--- src/rtl/cic_pkg.sv ---
// Shared types, constants and helpers for the CIC interpolator.
package cic_pkg;

    localparam int LOG2_MAX_R = 6;
    localparam int L2W        = $clog2(LOG2_MAX_R + 1);

    typedef enum logic {
        IDLE = 1'b0,
        RUN  = 1'b1
    } cic_state_t;

    // Internal accumulator width: enough headroom for R^N growth at the largest ratio.
    function automatic int int_width(input int dw, input int n, input int log2_max_r);
        return dw + n * log2_max_r;
    endfunction

    // Ratio select to log2(R); R = 2^(os_sel+1), anything past the maximum clamps.
    function automatic logic [L2W-1:0] os_to_log2r(input logic [2:0] os_sel);
        logic [L2W-1:0] r;
        if (int'(os_sel) >= LOG2_MAX_R - 1) begin
            r = L2W'(LOG2_MAX_R);
        end else begin
            r = L2W'(int'(os_sel) + 1);
        end
        return r;
    endfunction

endpackage

--- src/rtl/cic_interp_int.sv ---
// N-stage registered integrator cascade running at the full clock rate.
// Sums wrap modulo 2^IW by design; the comb section cancels the wrap.
module cic_interp_int
    import cic_pkg::*;
#(
    parameter int IW = 34,
    parameter int N  = 3
) (
    input  logic                 clk_i,
    input  logic                 rst_i,
    input  logic                 clr_i,
    input  logic                 en_i,
    input  logic signed [IW-1:0] u_i,
    output logic signed [IW-1:0] out_o
);

    logic signed [IW-1:0] acc_q [N];
    logic signed [IW-1:0] acc_d [N];

    // Next accumulator values: clear wins, otherwise each stage adds its predecessor.
    always_comb begin
        for (int k = 0; k < N; k++) begin
            acc_d[k] = acc_q[k];
        end
        if (clr_i) begin
            for (int k = 0; k < N; k++) begin
                acc_d[k] = '0;
            end
        end else if (en_i) begin
            acc_d[0] = acc_q[0] + u_i;
            for (int k = 1; k < N; k++) begin
                acc_d[k] = acc_q[k] + acc_q[k-1];
            end
        end
    end

    // Accumulator registers.
    always_ff @(posedge clk_i or posedge rst_i) begin
        if (rst_i) begin
            for (int k = 0; k < N; k++) begin
                acc_q[k] <= '0;
            end
        end else begin
            for (int k = 0; k < N; k++) begin
                acc_q[k] <= acc_d[k];
            end
        end
    end

    assign out_o = acc_q[N-1];

endmodule

--- src/rtl/cic_interpolator.sv ---
// CIC interpolator: comb section at the input slot rate, zero-stuffing
// upsampler, integrator cascade at the clock rate, gain removed by shift.
//
// state | meaning
// IDLE  | datapath held at zero, ratio select sampled every cycle
// RUN   | phase counter running, one input slot per R cycles
module cic_interpolator
    import cic_pkg::*;
#(
    parameter int DW         = 16,
    parameter int N          = 3,
    parameter int LOG2_MAX_R = cic_pkg::LOG2_MAX_R
) (
    input  logic                 clk,
    input  logic                 reset,
    input  logic                 enable,
    input  logic [2:0]           os_sel,
    input  logic                 in_valid,
    output logic                 in_ready,
    input  logic signed [DW-1:0] data_in,
    output logic                 out_valid,
    output logic signed [DW-1:0] data_out,
    output logic                 underrun
);

    localparam int IW  = int_width(DW, N, LOG2_MAX_R);
    localparam int WCW = $clog2(N + 2);

    cic_state_t state_q, state_d;

    logic [LOG2_MAX_R-1:0] phase_q, phase_d, phase_last;
    logic [L2W-1:0]        log2r_q, log2r_d;
    logic signed [DW-1:0]  x_q, x_d, x_cur;
    logic signed [IW-1:0]  dly_q [N];
    logic signed [IW-1:0]  dly_d [N];
    logic signed [IW-1:0]  comb_c [N+1];
    logic signed [IW-1:0]  comb_q, comb_d;
    logic                  ustb_q, ustb_d;
    logic [WCW-1:0]        warm_q, warm_d;
    logic                  out_valid_q, out_valid_d;
    logic signed [DW-1:0]  dout_q, dout_d;

    logic                  run_act;
    logic                  slot;
    logic                  accept;
    logic signed [IW-1:0]  u;
    logic signed [IW-1:0]  i_n;
    logic [7:0]            shamt;

    // Next-state logic: enable alone decides between running and idling.
    always_comb begin
        state_d = state_q;
        case (state_q)
            IDLE:    if (enable)  state_d = RUN;
            RUN:     if (!enable) state_d = IDLE;
            default: state_d = IDLE;
        endcase
    end

    // State register.
    always_ff @(posedge clk or posedge reset) begin
        if (reset) begin
            state_q <= IDLE;
        end else begin
            state_q <= state_d;
        end
    end

    // Slot decode, comb chain, upsampler and next values for all datapath registers.
    always_comb begin
        run_act    = (state_q == RUN) && enable;
        slot       = (state_q == RUN) && (phase_q == '0);
        accept     = slot && enable;
        phase_last = LOG2_MAX_R'((32'd1 << log2r_q) - 32'd1);

        // A missing sample on the slot repeats the previous one.
        x_cur     = (accept && in_valid) ? data_in : x_q;
        comb_c[0] = IW'(x_cur);
        for (int k = 1; k <= N; k++) begin
            comb_c[k] = comb_c[k-1] - dly_q[k-1];
        end

        u     = ustb_q ? comb_q : '0;
        shamt = 8'((N - 1) * int'(log2r_q));

        log2r_d = (state_q == IDLE) ? os_to_log2r(os_sel) : log2r_q;

        phase_d     = '0;
        x_d         = '0;
        comb_d      = '0;
        ustb_d      = 1'b0;
        warm_d      = '0;
        out_valid_d = 1'b0;
        dout_d      = '0;
        for (int k = 0; k < N; k++) begin
            dly_d[k] = '0;
        end

        if (run_act) begin
            phase_d = (phase_q == phase_last) ? '0 : phase_q + 1'b1;
            x_d     = x_cur;
            for (int k = 0; k < N; k++) begin
                dly_d[k] = accept ? comb_c[k] : dly_q[k];
            end
            comb_d      = accept ? comb_c[N] : comb_q;
            ustb_d      = accept;
            // Output is meaningful once the first slot has crossed the N+2 stage pipeline.
            warm_d      = (warm_q == WCW'(N + 1)) ? warm_q : warm_q + 1'b1;
            out_valid_d = (warm_q == WCW'(N + 1));
            dout_d      = DW'(i_n >>> shamt);
        end
    end

    // Datapath and output registers.
    always_ff @(posedge clk or posedge reset) begin
        if (reset) begin
            phase_q     <= '0;
            log2r_q     <= '0;
            x_q         <= '0;
            comb_q      <= '0;
            ustb_q      <= 1'b0;
            warm_q      <= '0;
            out_valid_q <= 1'b0;
            dout_q      <= '0;
            for (int k = 0; k < N; k++) begin
                dly_q[k] <= '0;
            end
        end else begin
            phase_q     <= phase_d;
            log2r_q     <= log2r_d;
            x_q         <= x_d;
            comb_q      <= comb_d;
            ustb_q      <= ustb_d;
            warm_q      <= warm_d;
            out_valid_q <= out_valid_d;
            dout_q      <= dout_d;
            for (int k = 0; k < N; k++) begin
                dly_q[k] <= dly_d[k];
            end
        end
    end

    cic_interp_int #(
        .IW (IW),
        .N  (N)
    ) u_int (
        .clk_i (clk),
        .rst_i (reset),
        .clr_i (!run_act),
        .en_i  (run_act),
        .u_i   (u),
        .out_o (i_n)
    );

    assign in_ready  = slot;
    assign underrun  = accept && !in_valid;
    assign out_valid = out_valid_q;
    assign data_out  = dout_q;

endmodule

--- config.mk ---
export PLATFORM = sky130hd
export DESIGN_NAME = cic_interpolator
export DESIGN_NICKNAME = d
export VERILOG_FILES = /design/src/rtl/cic_pkg.sv /design/src/rtl/cic_interp_int.sv /design/src/rtl/cic_interpolator.sv
export SDC_FILE = /design/constraint.sdc
export NUM_CORES = 1
export LEC_CHECK = 0
export ABC_AREA = 1
export CAP_MARGIN = 20
export CORE_ASPECT_RATIO = 1.2
export CORE_UTILIZATION = 30
export DETAILED_ROUTE_END_ITERATION = 16
export GPL_TIMING_DRIVEN = 0
export PLACE_DENSITY = 0.48
export SETUP_SLACK_MARGIN = 0.5
export SLEW_MARGIN = 40
export SYNTH_ARGS = -nofsm -noshare
export SYNTH_HDL_FRONTEND = slang
export SYNTH_SLANG_ARGS = --single-unit
export TNS_END_PERCENT = 10
--- constraint.sdc ---
create_clock -name clk -period 19.2 [get_ports clk]
set_input_delay 3.84 -clock clk [delete_from_list [all_inputs] [get_ports clk]]
set_output_delay 3.84 -clock clk [all_outputs]
set_load 0.05 [all_outputs]
# After elaboration in Yosys (flattened, before gate mapping)
# Index checks and enable logic that the tools add are counted.
# totals
reg_bits	285
latchBits	0
mem_bits_rw	0
romBits	0
inputBits	23
out_inout_bits	19
wordCells	58
n_memories	0
# op_classes
add_sub_neg	10
multipliers	0
div	0
magnitude_cmp	1
n_eq_ne	4
shifts	2
muxes	19
bitwise_logic	0
n_reduce_logical	7
# ops
op	count
102-bit two-way mux	2
34-bit two-way mux	6
34-bit adder	3
34-bit subtractor	2
16-bit two-way mux	3
34-bit by 4-bit >>> shifter with 16-bit output	1
16-bit by 34-bit subtractor with 34-bit output	1
6-bit two-way mux	2
3-bit two-way mux	3
3-bit by 1-bit adder with 3-bit output, second input constant	2
6-bit by 1-bit adder with 6-bit output, second input constant	1
6-bit == test	1
6-bit logical NOT	1
1-bit by 3-bit left shift with 6-bit output, first input constant	1
6-bit by 1-bit subtractor with 6-bit output, second input constant	1
1-bit logical AND	5
3-bit == test, second input constant	1
3-bit greater-or-equal comparator, second input constant	1
1-bit two-way mux	3
2-bit by 1-bit != test with 1-bit output, second input constant	1
2-bit != test, second input constant	1
1-bit logical NOT	1

# Depth between registers and ports, before layout
# depth
ltp_word	10
mapped_depth	49
mapped_depth_nobuf	48

# Hierarchy
# A second synthesis with hierarchy kept.
# unflattened
cells_unflattened	3534
area_unflattened_um2	23035.8
# by_module_without_submodules
mod	instances	cells_per_inst	area_per_inst_um2	seq_area_each_um2
cic_interpolator	1	1761	12329.3	4129.0
cic_interp_int	1	1773	10706.5	2552.4

# Worst setup path before layout
# Ideal clock, no wire load.
# synth_timing
path_kind	in2reg
startpoint	input port enable
endpoint	register comb_q[28]
setup_ns	0.122
t_arrival_ns	8.643
required_ns	19.078
slack_ns	10.434
cell_stages	40
n_path_buf	3
cell_sequence	nand2_2 > inv_2 > nand2_4 > clkinv_2 > buf_6 > buf_6 > buf_2 > a21oi_1 > ha_1 > nand2_1 > inv_1 > nand2_1 > nand3_1 > nand2_1 > nand3_1 > nand2_1 > nand2_1 > a21oi_1 > [4 not listed] > nand2_1 > nor2_1 > and3_1 > nand2_1 > nand2_2 > a21oi_1 > o21ai_2 > xor2_1 > inv_1 > ha_1 > nand2_1 > nor3_1 > nand3_1 > nand3_1 > a21o_1 > nand2_1 > a21oi_1 > o21ai_1
# synth_between
elab_chain_cells	8
elab_cells_between_ends	10
cone_classes	3 x add/sub; 1 x eq/ne; 3 x mux; 3 x reduce/logical
# synth_lines
element	line_no	rtl
start: declaration	cic_interpolator.sv:16	input logic enable,
1-bit logical AND	cic_interpolator.sv:73	accept = slot && enable;
1-bit logical AND	cic_interpolator.sv:77	x_cur = (accept && in_valid) ? data_in : x_q;
16-bit two-way mux	cic_interpolator.sv:77	
16-bit by 34-bit subtractor with 34-bit output	cic_interpolator.sv:80	comb_c[k] = comb_c[k-1] - dly_q[k-1];
34-bit subtractor (2 in a row)	cic_interpolator.sv:80	
34-bit two-way mux	cic_interpolator.sv:105	comb_d = accept ? comb_c[N] : comb_q;
34-bit two-way mux	cic_interpolator.sv:99	if (run_act) begin
end signal: assignment	cic_interpolator.sv:132	comb_q <= comb_d;
end: declaration	cic_interpolator.sv:37	logic signed [IW-1:0] comb_q, comb_d;
# Parallel ways exist; a longest one is shown, timed or not. The select of a mux whose other input is x is not followed.
# A chain may end at the register's enable or synchronous reset.

# Worst setup path after layout
# layout_timing
startpoint	input port enable
endpoint	register comb_q[26]
# The elaborated chain is that of the path after synthesis.

==> impl_results.md <==
- PostCTS Resize Cnt: 0
- Unrepaired setup endpoints after global routing: no
- Hold path start: dly_q[28]
- Compound-Gate Fraction of Synth Area: 0.208
- Number of flops mapped to enable cells by yosys: 0
- Hold Slack: ~0.47 ns
- Max cap viols: 0
- Ratio of cells with drive above 1 in the final layout: 0.0454
- Clock root buffer: clkbuf_16
- Req. time, crit path: between 15 and 20 ns
- Drt first-iter violations: between 600 and 700
- Drt first pass iters: 5
- Netlist cell types: 53
- Top post-synthesis cells by area: dfrtp_1 (33%), ha_1 (11%), nand2_1 (11%), a21oi_1 (7.0%), inv_1 (6.9%)
- Flop-to-flop setup slack: around 12 ns
- Cts bufs inserted: 34
- R2r worst-path depth: between 40 and 50
- Detail Route Antenna Nets: 0
- Final WS setup: 9.02 ns
- Pleak: around 10 nW
- GRT Total Usage: 0.184
- PwrDens: roughly 110 nW/µm²
- R2r endpoint: comb_q[26]
- Die footprint: between 60000 and 70000 µm²
- Port Buffers: 41
- Most frequent cells in the layout: nand2_1 (554), inv_1 (336), a21oi_1 (256)
- Outcome: finished clean
- Critical path class: in -> reg
- Synth Instances: 2540
- Row count: 99
- Yosys warnings: 0
- Synthesized area per cell: 7.24 µm²
- Synth area leader: dfrtp_1
- Global Route met1 Usage: 0.185
- Mux cell area share after synthesis: 0.00327
- Largest net degree at the start of global routing: 76
- Peak VDD IR: approximately 0.067 mV
- Reg2reg start: phase_q[0]
- CTS tree: yes
- Yosys reg bits: about 240
- Die Height: between 200 and 300 µm
- Final net count: between 2000 and 3000
- Detailed Place HPWL: between 40000 and 50000 µm
- CTS Buffer Depth: 3
- Hold WC Path Type: reg -> reg
- Final RePlAce weighted congestion: 0.901
- Drt via density: 4.86
- Grt ovf: 0
- Main combinational cell family by area after synthesis: simple AND/OR/NAND/NOR gates
- Total Wirelength: 56800 µm
- Most Used Layer, Global Route: met2
- Min Tclk post-route: about 10 ns
- Number of global-route vias before repair: 17600
- Register area share after synthesis: 0.331
- Initial antenna violation count: 0
- Most common cell after layout, fill and taps aside: nand2_1
- Synth Area in Simple Gates: 0.219
- Transition time at the pin with the least slew margin: 0.897 ns
- Setup violators final: 0
- Area Overhead vs Synth: 13.8%
- Peak Freq: 98.3 MHz
- Core Box Area: between 60000 and 70000 µm²
- Worst path slowest cell: clkdlybuf4s50_1
- Worst-path fanout max: 10
- Mapped Nets: 2737
- Met2 Use GR: 0.375
- Post-Synth XOR/XNOR Area: 0.0343
- Ys async rst share: 1.00
- Crit path largest cell delay: between 0.5 and 0.6 ns
- Drt drc: 0
- Yosys top cell area share: 0.331
- Clock Skew: 0.0254 ns
- Worst Path Arrival: 10.64 ns
- Hold Buf Count CTS: 0
- I/O pins: 42
- Diodes inserted: 0
- CP most frequent cell: nand2_1
- Worst setup EP type: flip-flop
- Final Max Tran Viols: 0
- Max_slew headroom: 0.396
- Vias: 16700
- Setup TNS: 0 ns
- Design Power: between 2 and 2.5 mW
- Post-CTS setup buffer count: 0
- Initial Utilization: 0.303
- Reg clk slew, reported paths: 0.05 ns
- Number of hold violations in the final report: 0
- Die Span X: roughly 230 µm
- Met3 Track Usage GR: 0.0249
- H-tree depth reported by CTS: 2
- Worst hold stages: 2
- WL/cell: about 16 µm
- Startpoint types: input port
- Sink Count: approximately 240
- Synth Area in Adders: 0.121
- Worst-skew pair later-pin latency: about 0.55 ns
- Place WS: between 8 and 9 ns
- Synthesized area: approximately 18000 µm²
- First-pass GRT wire length: 91000 µm
- Final period utilization: 0.530
- Main flop type after synthesis: dfrtp_1
- Hold EP: dly_q[28]
Yosys cell counts, drive strengths merged (12+ instances only):
library cell and count:
nand2 564, inv 348, a21oi 256, o21ai 253, dfrtp 243, nor2 228
ha 168, nand3 92, xor2 43, clkbuf 33, a21o 30, xnor2 29
nor3 28, or2 24, a211oi 19, buf 19, a31oi 18, a21boi 16
o21a 15, o21bai 13, o22ai 13, nand4 12
cell families (layout without fill, tap and decap cells):
logic type      after synthesis  in the layout
flops                       243            243
xor+xnor                     72             72
buf+inv                     401            502
fa+ha+maj                   174            174
mux                           6              6
compound gates              670            670
simple gates                974            974
per-stage QoR:
stage               std cells  utilization  instance area [µm²]
CTS                      3449        0.344                20900
global placement         3389        0.326                19800
finish                   3449        0.344                20900
detailed placement       3392        0.328                19900
floorplan                2540            -                18400
global route             3449        0.344                20900
metal layers:
metal,vias to the layer above,part of all wire
li1,8621,-
met2,263,0.55
met3,117,0.024
met5,-,0
met1,7746,0.39
met4,0,0.041
worst max path at each step:
stage | from | end | slack, ns | depth (start not counted)
6_report | enable | comb_q[26] | 9.02 | 41
3_5_place_dp | enable | comb_q[26] | 8.45 | 41
4_1_cts | enable | comb_q[26] | 9.01 | 41
2_1_floorplan | reset | comb_q[0] | 8.69 | 1
5_1_grt | enable | comb_q[26] | 8.35 | 41
3_3_place_gp | reset | u_int.out_o[28] | 4.98 | 2
sequential cells by signal, indices dropped and copies added, names as in the netlist:
signal	cells
comb_q	30
data_out	16
dly_q	76
log2r_q	3
out_valid	1
phase_q	6
state_q	1
u_int.acc_q	60
u_int.out_o	30
ustb_q	1
warm_q	3
x_q	16
where the power goes:
part / internal (mW) / leakage (nW) / switching [mW]
combinational: 0.390 / 6.47 / 0.764
clock: 0.350 / 0.496 / 0.245
sequential: 0.559 / 3.34 / 0.0187
critical path: cells and delay by family:
family          cells  cell delay, ns
simple gates       20            2.64
buf+inv            10            1.63
compound gates      7            1.28
fa+ha+maj           3            1.04
xor+xnor            1            0.20
final cells by class:
type,instances,area (µm²)
plain buffers,52,235
clock buffers,52,980
clock inverters,5,28.8
fillers,6620,39800
inverters,349,1320
multi-input cells,1896,10800
flip-flops and latches,243,6080
well taps,808,1010
repair buffers,44,493
Power figures use the tool's default switching activity.
